`config.mk`:
```
export PLATFORM = sky130hd
export DESIGN_NAME = gps_receiver
export DESIGN_NICKNAME = d
export VERILOG_FILES = /design/src/rtl/gps_receiver.sv
export SDC_FILE = /design/constraint.sdc
export NUM_CORES = 1
export LEC_CHECK = 0
export ABC_CLOCK_PERIOD_IN_PS = 2600
export CAP_MARGIN = 20
export CORE_MARGIN = 2
export CORE_UTILIZATION = 55
export CTS_BUF_LIST = sky130_fd_sc_hd__clkbuf_2
export CTS_CLUSTER_DIAMETER = 60
export DETAILED_ROUTE_END_ITERATION = 12
export MAX_ROUTING_LAYER = met4
export PLACE_DENSITY = 0.84
export SLEW_MARGIN = 30
export SYNTH_ARGS = -nofsm -noshare
export SYNTH_HDL_FRONTEND = slang
export SYNTH_SLANG_ARGS = --single-unit
```
`constraint.sdc`:
```
create_clock -name clock -period 2.6 [get_ports clock]
set_input_delay 0.39 -clock clock [delete_from_list [all_inputs] [get_ports clock]]
set_output_delay 0.39 -clock clock [all_outputs]
set_load 0.01 [all_outputs]
```
`src/rtl/gps_receiver.sv`:
```
// rtl/gps_receiver.sv - NMEA $GPZDA sentence parser producing binary UTC time and date
// Optional build macro GPS_RECEIVER_CHECKSUM_EN: compare the transmitted *CC against the XOR of the sentence body.
module gps_receiver #(
    parameter int B = 8
) (
    input  logic         clock,
    input  logic         reset,
    input  logic         load,
    input  logic [B-1:0] data,
    output logic [4:0]   hour,
    output logic [5:0]   minute,
    output logic [5:0]   second,
    output logic [6:0]   centisec,
    output logic [4:0]   day,
    output logic [3:0]   month,
    output logic [11:0]  year,
    output logic         valid,
    output logic         error
);

    localparam logic [7:0] CH_DOLLAR = 8'h24;
    localparam logic [7:0] CH_COMMA  = 8'h2C;
    localparam logic [7:0] CH_DOT    = 8'h2E;
    localparam logic [7:0] CH_STAR   = 8'h2A;
    localparam logic [7:0] CH_DASH   = 8'h2D;
    localparam logic [7:0] CH_CR     = 8'h0D;
    localparam logic [7:0] CH_LF     = 8'h0A;

    typedef enum logic [3:0] {
        ST_IDLE, ST_HEADER, ST_TIME, ST_DAY, ST_MONTH, ST_YEAR,
        ST_ZONE_H, ST_ZONE_M, ST_CSUM, ST_CR, ST_LF
    } state_t;

    state_t      state_q;
    logic [3:0]  cnt_q;
    logic [4:0]  hour_s_q;
    logic [5:0]  min_s_q;
    logic [5:0]  sec_s_q;
    logic [6:0]  cs_s_q;
    logic [4:0]  day_s_q;
    logic [3:0]  mon_s_q;
    logic [11:0] year_s_q;
    logic [4:0]  hour_q;
    logic [5:0]  min_q;
    logic [5:0]  sec_q;
    logic [6:0]  cs_q;
    logic [4:0]  day_q;
    logic [3:0]  mon_q;
    logic [11:0] year_q;
    logic        valid_q;
    logic        error_q;
`ifdef GPS_RECEIVER_CHECKSUM_EN
    logic [7:0]  csum_q;
    logic [7:0]  rx_csum_q;
    logic [3:0]  hex_val;
`endif

    logic [7:0] c;
    logic       is_dig;
    logic [3:0] dig;
    logic       is_hex;
    logic [7:0] hdr_c;

    assign c = data[7:0];

    // Character classification and the expected header character for the current position
    always_comb begin
        is_dig = (c >= 8'h30) && (c <= 8'h39);
        dig    = c[3:0];
        is_hex = is_dig || ((c >= 8'h41) && (c <= 8'h46)) || ((c >= 8'h61) && (c <= 8'h66));
`ifdef GPS_RECEIVER_CHECKSUM_EN
        hex_val = is_dig ? c[3:0] : 4'(c[3:0] + 4'd9);
`endif
        case (cnt_q)
            4'd0:    hdr_c = 8'h47;
            4'd1:    hdr_c = 8'h50;
            4'd2:    hdr_c = 8'h5A;
            4'd3:    hdr_c = 8'h44;
            4'd4:    hdr_c = 8'h41;
            default: hdr_c = CH_COMMA;
        endcase
    end

    // Sentence FSM: field accumulation, checksum, abort handling and registered result pulses
    always_ff @(posedge clock) begin
        if (reset) begin
            state_q  <= ST_IDLE;
            cnt_q    <= '0;
            hour_s_q <= '0; min_s_q <= '0; sec_s_q  <= '0; cs_s_q <= '0;
            day_s_q  <= '0; mon_s_q <= '0; year_s_q <= '0;
            hour_q   <= '0; min_q   <= '0; sec_q    <= '0; cs_q   <= '0;
            day_q    <= '0; mon_q   <= '0; year_q   <= '0;
            valid_q  <= 1'b0;
            error_q  <= 1'b0;
`ifdef GPS_RECEIVER_CHECKSUM_EN
            csum_q    <= '0;
            rx_csum_q <= '0;
`endif
        end else begin
            valid_q <= 1'b0;
            error_q <= 1'b0;
            if (load) begin
                if (c == CH_DOLLAR) begin
                    // A new '$' always restarts cleanly, whatever was in flight
                    state_q  <= ST_HEADER;
                    cnt_q    <= '0;
                    hour_s_q <= '0; min_s_q <= '0; sec_s_q  <= '0; cs_s_q <= '0;
                    day_s_q  <= '0; mon_s_q <= '0; year_s_q <= '0;
`ifdef GPS_RECEIVER_CHECKSUM_EN
                    csum_q   <= '0;
`endif
                end else begin
`ifdef GPS_RECEIVER_CHECKSUM_EN
                    // Body bytes between '$' and '*' feed the running XOR
                    if (state_q inside {ST_HEADER, ST_TIME, ST_DAY, ST_MONTH, ST_YEAR,
                                        ST_ZONE_H, ST_ZONE_M} && c != CH_STAR)
                        csum_q <= csum_q ^ c;
`endif
                    case (state_q)
                        ST_IDLE: ;
                        ST_HEADER:
                            if (c != hdr_c) begin state_q <= ST_IDLE; error_q <= 1'b1; end
                            else if (cnt_q == 4'd5) begin state_q <= ST_TIME; cnt_q <= '0; end
                            else cnt_q <= cnt_q + 4'd1;
                        ST_TIME:
                            if (cnt_q == 4'd9) begin
                                if (c == CH_COMMA) begin state_q <= ST_DAY; cnt_q <= '0; end
                                else begin state_q <= ST_IDLE; error_q <= 1'b1; end
                            end else if (cnt_q == 4'd6) begin
                                if (c == CH_DOT) cnt_q <= cnt_q + 4'd1;
                                else begin state_q <= ST_IDLE; error_q <= 1'b1; end
                            end else if (is_dig) begin
                                case (cnt_q)
                                    4'd0, 4'd1: hour_s_q <= 5'(32'(hour_s_q) * 32'd10 + 32'(dig));
                                    4'd2, 4'd3: min_s_q  <= 6'(32'(min_s_q) * 32'd10 + 32'(dig));
                                    4'd4, 4'd5: sec_s_q  <= 6'(32'(sec_s_q) * 32'd10 + 32'(dig));
                                    default:    cs_s_q   <= 7'(32'(cs_s_q) * 32'd10 + 32'(dig));
                                endcase
                                cnt_q <= cnt_q + 4'd1;
                            end else begin state_q <= ST_IDLE; error_q <= 1'b1; end
                        ST_DAY, ST_MONTH:
                            if (cnt_q == 4'd2) begin
                                if (c == CH_COMMA) begin
                                    state_q <= (state_q == ST_DAY) ? ST_MONTH : ST_YEAR;
                                    cnt_q   <= '0;
                                end else begin state_q <= ST_IDLE; error_q <= 1'b1; end
                            end else if (is_dig) begin
                                if (state_q == ST_DAY) day_s_q <= 5'(32'(day_s_q) * 32'd10 + 32'(dig));
                                else                   mon_s_q <= 4'(32'(mon_s_q) * 32'd10 + 32'(dig));
                                cnt_q <= cnt_q + 4'd1;
                            end else begin state_q <= ST_IDLE; error_q <= 1'b1; end
                        ST_YEAR:
                            if (cnt_q == 4'd4) begin
                                if (c == CH_COMMA) begin state_q <= ST_ZONE_H; cnt_q <= '0; end
                                else begin state_q <= ST_IDLE; error_q <= 1'b1; end
                            end else if (is_dig) begin
                                year_s_q <= 12'(32'(year_s_q) * 32'd10 + 32'(dig));
                                cnt_q    <= cnt_q + 4'd1;
                            end else begin state_q <= ST_IDLE; error_q <= 1'b1; end
                        ST_ZONE_H, ST_ZONE_M:
                            if ((state_q == ST_ZONE_H && c == CH_COMMA) ||
                                (state_q == ST_ZONE_M && c == CH_STAR)) begin
                                state_q <= (state_q == ST_ZONE_H) ? ST_ZONE_M : ST_CSUM;
                                cnt_q   <= '0;
                            end else if (cnt_q < 4'd2 && (is_dig || c == CH_DASH)) begin
                                cnt_q <= cnt_q + 4'd1;
                            end else begin state_q <= ST_IDLE; error_q <= 1'b1; end
                        ST_CSUM:
                            if (is_hex) begin
`ifdef GPS_RECEIVER_CHECKSUM_EN
                                rx_csum_q <= {rx_csum_q[3:0], hex_val};
`endif
                                if (cnt_q == 4'd1) state_q <= ST_CR;
                                else cnt_q <= cnt_q + 4'd1;
                            end else begin state_q <= ST_IDLE; error_q <= 1'b1; end
                        ST_CR:
                            if (c == CH_CR) state_q <= ST_LF;
                            else begin state_q <= ST_IDLE; error_q <= 1'b1; end
                        ST_LF: begin
                            state_q <= ST_IDLE;
`ifdef GPS_RECEIVER_CHECKSUM_EN
                            if (c == CH_LF && rx_csum_q == csum_q) begin
`else
                            if (c == CH_LF) begin
`endif
                                hour_q <= hour_s_q; min_q <= min_s_q; sec_q  <= sec_s_q;
                                cs_q   <= cs_s_q;   day_q <= day_s_q; mon_q  <= mon_s_q;
                                year_q <= year_s_q;
                                valid_q <= 1'b1;
                            end else begin
                                error_q <= 1'b1;
                            end
                        end
                        default: state_q <= ST_IDLE;
                    endcase
                end
            end
        end
    end

    assign hour     = hour_q;
    assign minute   = min_q;
    assign second   = sec_q;
    assign centisec = cs_q;
    assign day      = day_q;
    assign month    = mon_q;
    assign year     = year_q;
    assign valid    = valid_q;
    assign error    = error_q;

endmodule

```
Word level (Yosys, flattened, before mapping)
Index checks and enable logic that the tools add are counted.
{"block": "word_totals", "reg_bits": 100, "input_bits": 11, "output_inout_bits": 47, "wordCells": 212}
{"block": "op_classes", "add_sub_neg": 8, "multipliers": 7, "n_lt_le_gt_ge": 7, "n_eq_ne": 41, "n_mux": 89, "bitwise": 3, "n_reduce_logical": 39}
{"operator": "2-to-1 mux 4 bit", "count": 34}
{"operator": "2-to-1 mux 6 bit", "count": 12}
{"operator": "2-to-1 mux 5 bit", "count": 11}
{"operator": "2-to-1 mux 12 bit", "count": 4}
{"operator": "2-to-1 mux 7 bit", "count": 6}
{"operator": "== test 8 x 6 -> 1 bit (second input constant)", "count": 5}
{"operator": "case mux 7 bit (5 select lines)", "count": 1}
{"operator": "case mux 4 bit (8 select lines)", "count": 1}
{"operator": "AND reduction 6 bit", "count": 5}
{"operator": "== test 4 x 3 -> 1 bit (second input constant)", "count": 7}
{"operator": "case mux 4 bit (6 select lines)", "count": 1}
{"operator": "== test 4 x 2 -> 1 bit (second input constant)", "count": 4}
{"operator": "== test 4 bit (second input constant)", "count": 4}
{"operator": "== test 8 x 4 -> 1 bit (second input constant)", "count": 2}
{"operator": "greater-or-equal comparator 8 x 7 -> 1 bit (second input constant)", "count": 2}
{"operator": "less-or-equal comparator 8 x 7 -> 1 bit (second input constant)", "count": 2}
{"operator": "!= test 4 bit (second input constant)", "count": 4}
{"operator": "nonzero test 2 bit", "count": 8}
{"operator": "2-to-1 mux 1 bit", "count": 15}
{"operator": "adder 12 x 4 -> 12 bit", "count": 1}
{"operator": "adder 6 x 4 -> 6 bit", "count": 2}
{"operator": "multiplier 12 x 3 -> 11 bit (second input constant)", "count": 1}
{"operator": "multiplier 6 x 3 -> 5 bit (second input constant)", "count": 2}
{"operator": "!= test 2 bit (second input constant)", "count": 6}
{"operator": "other kinds (30)", "count": 54}

Logic depth before layout (Yosys ltp)
{"block": "logic_depth", "ltp_word": 8, "mapped_depth": 11, "mapped_depth_nobuf": 10}

Worst setup path after synthesis
Ideal clock, no wire load.
{"block": "synth_path", "kind": "register to register", "startpoint": "register year_s_q[1]", "endpoint": "register year_s_q[11]", "setup_ns": 0.059, "t_arrival_ns": 2.806, "t_required_ns": 2.541, "slack_ns": -0.265, "path_stages_with_launch": 11, "path_buffers": 0, "period_less_slack_ns": 2.865, "cell_sequence": "dfxtp_1 ha_1 ha_1 fa_1 a21o_1 a31o_2 a211o_1 nor4_2 xnor3_1 nand3b_1 nand2_1"}
{"block": "synth_between", "elab_chain_len": 6}
{"element": "start: declaration", "line_no": "42", "rtl": "logic [11:0] year_s_q;"}
{"element": "start signal: assignment", "line_no": "157", "rtl": "year_s_q <= 12'(32'(year_s_q) * 32'd10 + 32'(dig));"}
{"element": "multiplier 12 x 3 -> 11 bit", "line_no": "157"}
{"element": "adder 12 x 4 -> 12 bit", "line_no": "157"}
{"element": "2-to-1 mux 12 bit", "line_no": "156", "rtl": "end else if (is_dig) begin"}
{"element": "2-to-1 mux 12 bit", "line_no": "153", "rtl": "if (cnt_q == 4'd4) begin"}
{"element": "2-to-1 mux 12 bit", "line_no": "119", "rtl": "case (state_q)"}
{"element": "2-to-1 mux 12 bit", "line_no": "103", "rtl": "if (c == CH_DOLLAR) begin"}
No other way between the ends. The select of a mux whose other input is x is not followed.
A chain may end at the register's enable or synchronous reset.

Final worst setup path
{"block": "layout_path", "startpoint": "register year_s_q[3]", "endpoint": "register year_s_q[11]"}
Same word-level chain as after synthesis.

==> results.json <==
{
  "syn_avg_cell_area_um2": 7.88,
  "start_kind": "flip-flop",
  "final_util": 0.712,
  "hold_slack_ns": 0.176,
  "dp_hpwl_um": 13100,
  "crit_path_max_incr_delay_ns": 0.40,
  "synth-seq-cells": 100,
  "synth_top_cell_by_area": "dfxtp_1",
  "cts_htree_levels": 3,
  "dr.pass1.iters": 10,
  "max_freq_mhz": 389,
  "synth_edf_count": 0,
  "clock_latency_ns": 0.65,
  "initial_core_util": 0.569,
  "diodes": 0,
  "yosysTopAreaCellShare": 0.305,
  "grt_overflow": 0,
  "violations": "DRC",
  "area_growth_pct": 25.1,
  "r2r-end": "year_s_q[11]",
  "drc": 4,
  "max_slew_margin": 0.510,
  "pre_cts_ws_ns": -0.306,
  "leakage_nw": 3.22,
  "fin_crit_sh": 0.988,
  "rr_worst_depth": 10,
  "first_iter_violations": 568,
  "layout_commonest_cell": "nand2_1",
  "ios": 58,
  "synth_area_leaders": "dfxtp_1 (31%), ha_1 (9.5%), nand2_1 (8.2%), a21oi_1 (8.1%), xnor2_1 (3.9%)",
  "hold_class": "input port to flip-flop",
  "viasPerCell": 5.88,
  "grt_first_pass_wirelength_um": 29900,
  "path_delay_family": "adder cells",
  "outcome": "finished with violations",
  "rows": 39,
  "die_h_um": 113,
  "worstSetupEndpointType": "flip-flop",
  "core_um2": 11500,
  "die_area_um2": 12800,
  "rsz0062_at_grt": "true",
  "synth_top_flop_cell": "dfxtp_1",
  "p_per_area_nw_per_um2": 326,
  "final_hold_viol_count": 0,
  "ant_nets": 0,
  "via_count": 6444,
  "routed_wl_um": 17900,
  "required_ns": 3.19,
  "reg2reg_slack_ns": 0.03,
  "tritoncts.num_buffers": 9,
  "worst_pin_slew_ns": 0.729,
  "grt_antenna_before_repair": 0,
  "synthCells": 832,
  "path_common_cell": "ha_4",
  "cts.clk_slew.worst_paths_ns": 0.28,
  "yosysSeqAreaShare": 0.305,
  "hold_start": "reset",
  "ys_types": 82,
  "synth_area_um2": 6560,
  "final_cell_mix": "nand2_1 (143), a21oi_1 (105), buf_4 (97)",
  "clk_path_buf_depth": 2,
  "final_cells": 1096,
  "crit_buf_inv": 0,
  "setup_ws_ns": 0.0302,
  "finalPower_mw": 2.68,
  "cpMaxStageDelayCell": "dfxtp_2",
  "crit_type": "flip-flop to flip-flop",
  "cts_tree": "yes",
  "grt_max_degree": 97,
  "report.final.slew_viol_count": 0,
  "drv_cap": 0,
  "post_drt_wl_per_cell_um": 16.3,
  "io_buffers": 57,
  "layout.nets": 1019,
  "final.setup_skew_ns": 0.0401,
  "setup_viol": 0,
  "synth_nets": 902,
  "hold_depth": 4,
  "cp_cell_sequence": "ha_4 -> ha_4 -> fa_2 -> a21o_1 -> a311oi_2 -> a311oi_4 -> nor4_2 -> xnor3_1 -> nand3b_1 -> nand2_1",
  "dp_cells": 1078,
  "grt_pass1_vias": 6256,
  "holdPathEnd": "error",
  "path_max_fanout": 3,
  "worstPathArrival_ns": 3.16,
  "cts_root_buf": "clkbuf_2",
  "max-vdd-ir-drop_uv": 191,
  "reg2reg_from": "year_s_q[3]",
  "fin_crit_ns": 2.57,
  "ys.warnings.count": 0,
  "clock-sinks": 100,
  "synth-async-reset-ratio": 0,
  "drive_above_1_share": 0.176,
  "grt.total_usage": 0.295,
  "die_w_um": 113,
  "gp_congestion": 0.977
}
timing repair:
item                                    CTS  global route
pin swaps                                 8            15
gates resized for setup                  16            25
endpoints found under the setup margin    6            16
buffers inserted                          1             2
hold buffers                              0             0
power breakdown:
part / internal, mW / leakage [nW] / switching [mW]
Clock: 0.132 / 0.0601 / 0.551
Combinational: 0.197 / 2.35 / 0.239
Sequential: 1.54 / 0.810 / 0.0125
Total: 1.87 / 3.22 / 0.802
cell type report:
cell class / count / area (um2)
Clock buffer: 10 / 50.0
Clock inverter: 5 / 37.5
Timing Repair Buffer: 159 / 1390
Inverter: 25 / 93.8
Sequential cell: 100 / 2020
Tap cell: 143 / 179
Fill cell: 890 / 3320
Multi-Input combinational cell: 654 / 4440
cells in the mapped netlist (3+ instances only):
cell type and number:
nand2_1 143, a21oi_1 106, dfxtp_1 100, nor2_1 55, ha_1 50, clkbuf_1 35
xnor2_1 29, nand3_1 25, inv_1 24, nor3_1 24, o21ai_0 20, buf_2 14
nor2b_1 12, nor4_1 12, a21o_1 11, xor2_1 10, fa_1 9, nand3b_1 8
mux2i_1 7, nand4_1 7, a211o_1 6, o21ai_1 6, or3_1 5, or3b_1 5
a311oi_1 4, a32o_1 4, and2_1 4, nand2b_1 4, nor3b_1 4, o211ai_1 4
o21a_1 4, o22ai_1 4, a211oi_1 3, a31oi_1 3, and3_1 3, nand4b_1 3
or2_1 3, or4_1 3
worst reg2reg max path, stage by stage (launching register included):
cell      delay (ns)
dfxtp_2         0.40
ha_4            0.24
ha_4            0.17
fa_2            0.36
a21o_1          0.23
a311oi_2        0.34
a311oi_4        0.08
nor4_2          0.27
xnor3_1         0.24
nand3b_1        0.15
nand2_1         0.06
registers in the layout, summed over array words and instances, names as in the netlist:
signal / cells
min_s_q: 6
month: 4
state_q: 4
valid: 1
hour: 5
sec_s_q: 6
day_s_q: 5
day: 5
mon_s_q: 4
centisec: 7
error: 1
second: 6
year: 12
minute: 6
hour_s_q: 5
year_s_q: 12
cnt_q: 4
cs_s_q: 7
how the worst max path moves through the flow:
stage | slack (ns) | startpoint | cells past startpoint | end
finish | 0.03 | year_s_q[3] | 10 | year_s_q[11]
global route | -0.09 | year_s_q[3] | 10 | year_s_q[11]
CTS | 0.005 | year_s_q[2] | 10 | year_s_q[11]
detailed placement | -0.31 | data[2] | 10 | year_s_q[3]
global placement | -0.21 | data[1] | 11 | year_s_q[11]
floorplan | -0.03 | year_s_q[1] | 10 | year_s_q[11]
kinds of logic (layout without fill, tap and decap cells):
kind of cell / after synthesis / in the layout / synth area share
AO/OA/AOI/OAI: 205 / 205 / 0.196
XOR/XNOR: 40 / 40 / 0.0555
adder cells (fa/ha/maj): 59 / 59 / 0.123
buffers and inverters: 78 / 199 / 0.0490
flip-flops: 100 / 100 / 0.305
multiplexers: 7 / 7 / 0.0107
AND/OR/NAND/NOR: 343 / 343 / 0.260
metal layers:
| layer | part of all wire | vias to the layer above | GRT usage | wire length (um) |
|---|---|---|---|---|
| li1 | - | 3178 | - | - |
| met1 | 0.43 | 3009 | 0.376 | 7790 |
| met2 | 0.48 | 217 | 0.478 | 8640 |
| met3 | 0.056 | 40 | 0.0407 | 999 |
| met4 | 0.027 | 0 | 0.113 | 479 |
| met5 | 0 | - | - | 0 |
through the flow:
step | TNS, ns | area [um2]
global placement | -7.48 | 7880
finish | 0 | 8200
detailed placement | -9.41 | 7880
floorplan | -0.0294 | 6570
global route | -0.199 | 8200
CTS | 0 | 8070
No activity file was read; power rests on OpenSTA's default activity.
